==> config.mk <==
export PLATFORM = sky130hd
export DESIGN_NAME = jt12_pg
export DESIGN_NICKNAME = d
export VERILOG_FILES = /design/src/rtl/jt12_pg.sv
export SDC_FILE = /design/constraint.sdc
export NUM_CORES = 1
export LEC_CHECK = 0
export ABC_CLOCK_PERIOD_IN_PS = 42300
export CAP_MARGIN = 25
export CORE_ASPECT_RATIO = 0.9
export CORE_UTILIZATION = 60
export CTS_CLUSTER_DIAMETER = 80
export DETAILED_ROUTE_END_ITERATION = 10
export PLACE_DENSITY = 0.76
export SYNTH_ARGS = -nofsm -noshare
export SYNTH_HDL_FRONTEND = slang
export SYNTH_SLANG_ARGS = --single-unit
export TNS_END_PERCENT = 30
==> constraint.sdc <==
create_clock -name clk -period 42.3 [get_ports clk]
set_input_delay 4.23 -clock clk [delete_from_list [all_inputs] [get_ports clk]]
set_output_delay 4.23 -clock clk [all_outputs]
set_load 0.02 [all_outputs]
==> src/rtl/jt12_pg.sv <==
// jt12_pg: YM2612-style phase generator, 24 time-multiplexed slots (6 channels x 4 operators)
// Ports:
//   clk         - single clock, all registers update on its rising edge
//   rst         - asynchronous active-high reset, clears pipeline and all accumulators
//   fnum        - channel frequency number (stage I)
//   block       - octave (stage I)
//   dt1_II      - detune: bit2 = subtract, bits1:0 = magnitude row (stage II)
//   mul_V       - frequency multiple, 0 means x0.5 (stage V)
//   keyon_VI    - zero the accumulator of the slot currently in stage VI
//   keycode_III - registered key code of the slot in stage III
//   phase_VIII  - registered top 10 accumulator bits of the slot in stage VIII
module jt12_pg (
    input  logic        clk,
    input  logic        rst,
    input  logic [10:0] fnum,
    input  logic [2:0]  block,
    input  logic [2:0]  dt1_II,
    input  logic [3:0]  mul_V,
    input  logic        keyon_VI,
    output logic [4:0]  keycode_III,
    output logic [9:0]  phase_VIII
);
    localparam logic [4:0] dt_tab1 [32] = '{
        5'd0, 5'd0, 5'd0, 5'd0, 5'd1, 5'd1, 5'd1, 5'd1,
        5'd1, 5'd1, 5'd1, 5'd1, 5'd2, 5'd2, 5'd2, 5'd2,
        5'd2, 5'd3, 5'd3, 5'd3, 5'd4, 5'd4, 5'd4, 5'd5,
        5'd5, 5'd6, 5'd6, 5'd7, 5'd8, 5'd8, 5'd8, 5'd8
    };
    localparam logic [4:0] dt_tab2 [32] = '{
        5'd1,  5'd1,  5'd1,  5'd1,  5'd2,  5'd2,  5'd2,  5'd2,
        5'd2,  5'd3,  5'd3,  5'd3,  5'd4,  5'd4,  5'd4,  5'd5,
        5'd5,  5'd6,  5'd6,  5'd7,  5'd8,  5'd8,  5'd9,  5'd10,
        5'd11, 5'd12, 5'd13, 5'd14, 5'd16, 5'd16, 5'd16, 5'd16
    };
    localparam logic [4:0] dt_tab3 [32] = '{
        5'd2,  5'd2,  5'd2,  5'd2,  5'd2,  5'd3,  5'd3,  5'd3,
        5'd4,  5'd4,  5'd4,  5'd5,  5'd5,  5'd6,  5'd6,  5'd7,
        5'd8,  5'd8,  5'd9,  5'd10, 5'd11, 5'd12, 5'd13, 5'd14,
        5'd16, 5'd17, 5'd19, 5'd20, 5'd22, 5'd22, 5'd22, 5'd22
    };

    logic [4:0]  kc_I, kc_II, dt_II, dt_III;
    logic [10:0] fnum_II;
    logic [2:0]  block_II;
    logic        dt_sub_III;
    logic [17:0] shifted_II;
    logic [16:0] pinc_II, pinc_III, pinc_d_IV, pinc_d_V;
    logic [19:0] inc_V, inc_VI, acc_new, phase_VII;
    logic [19:0] acc [24];

    // N3 marks the upper part of the octave for the key-scaling tables
    assign kc_I = {block, fnum[10],
                   (fnum[10] & (fnum[9] | fnum[8] | fnum[7])) | (~fnum[10] & fnum[9] & fnum[8] & fnum[7])};

    // fnum << 7 needs 18 bits before dropping the LSB
    assign shifted_II = {7'd0, fnum_II} << block_II;
    assign pinc_II    = shifted_II[17:1];

    assign dt_II = dt1_II[1:0] == 2'd0 ? 5'd0 :
                   dt1_II[1:0] == 2'd1 ? dt_tab1[kc_II] :
                   dt1_II[1:0] == 2'd2 ? dt_tab2[kc_II] : dt_tab3[kc_II];

    // mul 0 halves the increment; products above 20 bits are dropped
    assign inc_V = mul_V == 4'd0 ? {4'd0, pinc_d_V[16:1]} : {3'd0, pinc_d_V} * {16'd0, mul_V};

    // acc[23] is the value this slot wrote 24 clocks ago
    assign acc_new = keyon_VI ? 20'd0 : acc[23] + inc_VI;

    always_ff @(posedge clk or posedge rst) begin
        if (rst) begin
            kc_II       <= '0;
            fnum_II     <= '0;
            block_II    <= '0;
            keycode_III <= '0;
            pinc_III    <= '0;
            dt_III      <= '0;
            dt_sub_III  <= 1'b0;
            pinc_d_IV   <= '0;
            pinc_d_V    <= '0;
            inc_VI      <= '0;
            phase_VII   <= '0;
            phase_VIII  <= '0;
            for (int i = 0; i < 24; i++) acc[i] <= '0;
        end else begin
            kc_II       <= kc_I;
            fnum_II     <= fnum;
            block_II    <= block;
            keycode_III <= kc_II;
            pinc_III    <= pinc_II;
            dt_III      <= dt_II;
            dt_sub_III  <= dt1_II[2];
            pinc_d_IV   <= dt_sub_III ? pinc_III - {12'd0, dt_III} : pinc_III + {12'd0, dt_III};
            pinc_d_V    <= pinc_d_IV;
            inc_VI      <= inc_V;
            phase_VII   <= acc_new;
            phase_VIII  <= phase_VII[19:10];
            acc[0]      <= acc_new;
            for (int i = 1; i < 24; i++) acc[i] <= acc[i-1];
        end
    end
endmodule

# Word-level counts from Yosys, hierarchy flattened

Memories as Yosys holds them, arrays and structs flattened.
Cells that the tools add are included.

Add/sub/neg operators: 3
Multipliers: 1
Magnitude comparators: 1
Equal/unequal tests: 2
Shift operators: 1
Mux-type cells: 12
Bitwise gates (word level): 9
Reduce and logical (&&, ||, !) cells: 2

Operators by type and width:

| operator                                       | number |
|---|---|
| 2-to-1 mux 5 bit                               | 9 |
| 2-to-1 mux 20 bit                              | 2 |
| adder 20 bit                                   | 1 |
| multiplier 17 x 4 -> 20 bit                    | 1 |
| << shifter 11 x 3 -> 18 bit                    | 1 |
| adder 17 x 5 -> 17 bit                         | 1 |
| 2-to-1 mux 17 bit                              | 1 |
| subtractor 17 x 5 -> 17 bit                    | 1 |
| >= comparator 6 bit (second input constant)    | 1 |
| inverter 5 -> 6 bit                            | 1 |
| bitwise AND 1 bit                              | 4 |
| logical NOT 4 bit                              | 1 |
| OR 1 bit                                       | 3 |
| == test 2 x 1 -> 1 bit (second input constant) | 1 |
| == test 2 bit (second input constant)          | 1 |
| logical NOT 2 bit                              | 1 |
| inverter 1 bit                                 | 1 |

Flip-flop bits (word level): 591
ROM bits: 480
Input port bits: 24
Output and inout port bits: 15
Logic and storage cells: 69
Memories kept: 3

Memories:

| memory           | words | bits a word | read ports | clocked after memory_dff | wr ports | line | source |
|---|---|---|---|---|---|---|---|
| (name not given) | 32    | 5           | 1          | 0                        | 0        | 61   | `dt1_II[1:0] == 2'd2 ? dt_tab2[kc_II] : dt_tab3[kc_II];` |
| (name not given) | 32    | 5           | 1          | 0                        | 0        | 61   |  |
| (name not given) | 32    | 5           | 1          | 0                        | 0        | 60   | `dt1_II[1:0] == 2'd1 ? dt_tab1[kc_II] :` |

# Longest topological paths before layout

Depth after elaboration: 7
Mapped depth: 14
Gate-level depth less buffers: 13

# Worst setup path before layout

Ideal clock, no wire load.

Path kind: input-to-reg
Start: in mul_V[3]
End: reg inc_VI[16]
Library setup time: 0.101 ns
Arrival: 7.300 ns
Required time: 42.199 ns
Path slack: 34.900 ns
Cell stages on the path: 14
Buffers on the path: 1
Cell sequence: clkbuf_1 nand2_1 fa_1 inv_1 fa_1 inv_1 fa_1 nand2b_1 a21oi_1 o31ai_1 a21oi_1 a21oi_1 o21a_1 nor4_1

Longest elaborated chain between the ends: 2
Elaborated cells on any way between the ends: 3
Classes of those cells: mul (1); mux (1); reduce/logical (1)

RTL lines:

| item                                                                    | line | source |
|---|---|---|
| start, declared                                                         | 18   | `input logic [3:0] mul_V,` |
| multiplier 17 x 4 -> 20 bit / logical NOT 4 bit (equally long branches) | 64   | `assign inc_V = mul_V == 4'd0 ? {4'd0, pinc_d_V[16:1]} : {3'd0, pinc_d_V} * {16'd0, mul_V};` |
| 2-to-1 mux 20 bit (*)                                                   | 64   |  |
| named net inc_V[16]                                                     | 48   | `logic [19:0] inc_V, inc_VI, acc_new, phase_VII;` |
| end signal, assigned                                                    | 94   | `inc_VI <= inc_V;` |
| end, declared                                                           | 48   |  |

The timed path passes the listed nets; every way through them passes the cells marked *.

# Final worst setup path

Same ends and word-level chain as after synthesis.

==> impl_metrics.csv <==
group,metric,value,unit
run_status,status,"completed",
worst_setup_path,critPathKind,"in -> reg",
yosys,synth_top_area_share,74.92,%
floorplan,fp.dieW,190.9,um
yosys,yosysUniqueCellTypes,58,
worst_setup_path,slowest_delay,0.82,ns
floorplan,coreArea,31220,sq um
sta,worst_pin_slew,0.9710,ns
routing,drt_pre_antenna_iters,5,
yosys,syn_inst,1273,
hold_path,hp-class,"reg -> reg",
yosys,synth_edf_count,0,
worst_setup_path,critPathCaptureType,"register",
yosys,synth_commonest_cells,"577 x dfrtp_1, 80 x inv_1, 77 x nand2_1, 64 x ha_1, 53 x nor2_1",
worst_setup_path,r2r_cells,13,
sta,slew_viol_final,0,
floorplan,dieArea,32840,sq um
sta,finalSetupTns,0,ns
worst_setup_path,reg2reg_setup_slack,38.45,ns
yosys,synth_most_common_cell,"dfrtp_1",
grt,gr-total-overflow,0,
sta,skew,0.02351,ns
sta,fin_crit_sh,18.73,%
cts,ctsLongestPathBuffers,3,
grt,antenna_found_initial,4,
grt,grt_max_degree,203,
flow_run,drv_cap,0,
yosys,synth.area.mux_share,1.156,%
grt,grt_pass1_vias,10360,
sta,slew-limit-headroom,35.27,%
worst_setup_path,critPathTopFamily,"adder cells",
worst_setup_path,required,42.77,ns
sta,hold_viol,0,
worst_setup_path,crit_arrival,8.39,ns
power_and_ir_drop,power_density,79.19,nW/um^2
finish,fin_nets,1459,
cts,post_cts_buffers,0,
hold_path,min_path_cells,0,
finish,drive_gt1_share,8.279,%
floorplan,boundaryPins,39,
cts,cts_hold_buf,0,
yosys,synth.cell_area,19270,sq um
yosys,synth-compound-area-share,5.849,%
hold_path,whs_endpoint,"acc[305]$_DFF_PP0_",
power_and_ir_drop,ir_drop,63.76,uV
worst_setup_path,r2r-start,"pinc_d_V[12]$_DFF_PP0_",
cts,cts_resized,0,
routing,drc,0,
sta,rsz0062_at_grt,"false",
placed_design,dp.cells,1692,
yosys,yosys.area.top_type,"dfrtp_1",
power_and_ir_drop,finalPower,1730,uW
hold_path,hp-start,"acc[325]$_DFF_PP0_",
worst_setup_path,reg2reg_to,"inc_VI[19]$_DFF_PP0_",
placed_design,place.port_buffers,38,
yosys,synth_xor_area_share,1.954,%
finish,seqCellArea,14440,sq um
yosys,synthArstFlopShare,100.0,%
finish,fin_cells,1788,
placed_design,place.detailed.hpwl,20070,um
cts,root_buffer,"clkbuf_16",
cts,cts_tree,"yes",
grt,grt_pass1_wl,57880,um
yosys,synth_top_family_by_area,"adder cells",
cts,cts_made_buffers,51,
routing,routedWlPerCell,20.60,um
yosys,synth_area_leaders,"dfrtp_1 75%, ha_1 4.2%, fa_1 3.3%",
floorplan,num_rows,61,
sta,fmax,126.2,MHz
sta,fin_ws,34.38,ns
sta,fin_crit,7.923,ns
cts,cts_htree_levels,2,
grt,grt_use_total,23.76,%
floorplan,die_h,172.0,um
routing,drtIter0Drc,566,
routing,ant_nets,0,
worst_setup_path,crit_path_start_kind,"input port",
yosys,ys_ff_latch,577,
yosys,ys.flop_type,"dfrtp_1",
routing,routed-via-count,9656,
worst_setup_path,cp_max_fo,18,
yosys,ys_seq_area_share,74.92,%
yosys,yosysWarnings,0,
worst_setup_path,cp_slowest_cell,"clkdlybuf4s50_1",
power_and_ir_drop,power.leakage,0.01074,uW
yosys,syn_nets,1393,
finish,syn2layout_area_growth,13.37,%
floorplan,initial_utilization,61.74,%
placed_design,dpl_worst_slack,33.79,ns
routing,wl,36840,um
cts,clock_latency,0.58,ns
worst_setup_path,path_buf_inv,3,
cts,clk_pin_slew,0.06,ns
finish,fillers,1797,
worst_setup_path,path_cells,"clkdlybuf4s50_1 > nand2_1 > fa_1 > inv_1 > fa_1 > inv_1 > fa_1 > nand2b_1 > a21oi_1 > o31ai_1 > a21oi_1 > a21oi_1 > o21a_1 > nor4_1",
finish,utilization,70.00,%
placed_design,gp_congestion,0.8175,
yosys,synthSimpleGateAreaFrac,6.226,%
sta,setup_violations,0,
routing,vias_per_cell,5.400,
yosys,synth_adder_area_share,7.479,%
cts,clock_sinks,577,
yosys,avgSynthCellArea,15.14,sq um
finish,multi_input_area,4374,sq um
-- metrics by stage --
stage          instance area, sq um  hold slack (ns)
2_1_floorplan                 19270           0.3312
3_3_place_gp                  20070           0.3312
3_5_place_dp                  20070           0.3347
4_1_cts                       21760           0.3350
5_1_grt                       21850           0.3378
6_report                      21850           0.3306
-- sequential cells by signal, summed over array words and instances (netlist names) --
name / flops
acc: 480
block_II: 3
dt_III: 5
dt_sub_III: 1
fnum_II: 10
inc_VI: 20
kc_II: 2
keycode_III: 5
pinc_III: 17
pinc_d_IV: 17
pinc_d_V: 17
-- how the worst max path moves through the flow --
| stage | startpoint | endpoint | slack [ns] | depth (start not counted) |
|---|---|---|---|---|
| CTS | mul_V[3] | inc_VI[16]$_DFF_PP0_ | 34.35 | 14 |
| detailed placement | mul_V[3] | inc_VI[16]$_DFF_PP0_ | 33.79 | 14 |
| global placement | mul_V[3] | inc_VI[16]$_DFF_PP0_ | 33.90 | 14 |
| finish | mul_V[3] | inc_VI[16]$_DFF_PP0_ | 34.38 | 14 |
| floorplan | rst | acc[0]$_DFF_PP0_ | 21.93 | 1 |
| global route | mul_V[3] | inc_VI[16]$_DFF_PP0_ | 34.05 | 14 |
-- routing by layer --
layer  up-vias  global-route usage [%]  wire length (um)
met5         -                       0                 0
met4         0                   10.82              1752
met3       107                   3.552              1372
met2       266                   38.28             17940
li1       4281                       -                 -
met1      5002                   32.57             15770
-- cells by family after synthesis --
group	after synthesis
XOR/XNOR	43
AND/OR/NAND/NOR	245
flip-flops	577
multiplexers	21
AO/OA/AOI/OAI	177
adder cells (fa/ha/maj)	96
buffers and inverters	114
-- cells in the final DEF, fill, tap and decap left out, types with 4 or more instances in the layout --
master           Yosys  routed
nand3_1              8       8
nor2_1              53      53
nand2b_1            10      10
ha_1                64      64
dfrtp_1            577     577
o21a_1              10      10
xor2_1              18      18
clkbuf_8             0       8
o21ai_0             46      46
o211ai_1             5       5
a211oi_1             7       7
nor3_1              11      11
clkinv_2             0      12
a31oi_1              8       8
bufinv_16            0       5
buf_4               10       5
mux2_2               9       9
or2_2                4       4
mux2i_1             11      11
and2_1              51      51
clkbuf_1            22       7
a21o_1              18      18
clkdlybuf4s50_1      0      38
xnor2_1             25      25
a21oi_1             44      44
o21bai_1             5       5
o21ai_1              6       6
clkinvlp_4           0       4
inv_1               80      79
nor2b_1             10      10
nand2_1             77      77
fa_1                32      32
and3_1               7       7
clkbuf_16            0      51
-- final cells by class --
cell class,count,area share [%]
Timing Repair Buffer,47,2.382
Sequential cell,577,66.08
Multi-Input combinational cell,582,20.02
Inverter,80,1.409
Clock buffer,66,6.465
Clock inverter,25,1.283
Tap cell,409,2.342
Antenna cell,2,0.02290
-- report_power, final --
part / total [uW] / internal [uW] / switching, uW
clock: 477 / 268 / 209
combinational: 419 / 169 / 250
sequential: 834 / 745 / 89.7
Note: power is estimated with default switching activity, not from simulation.
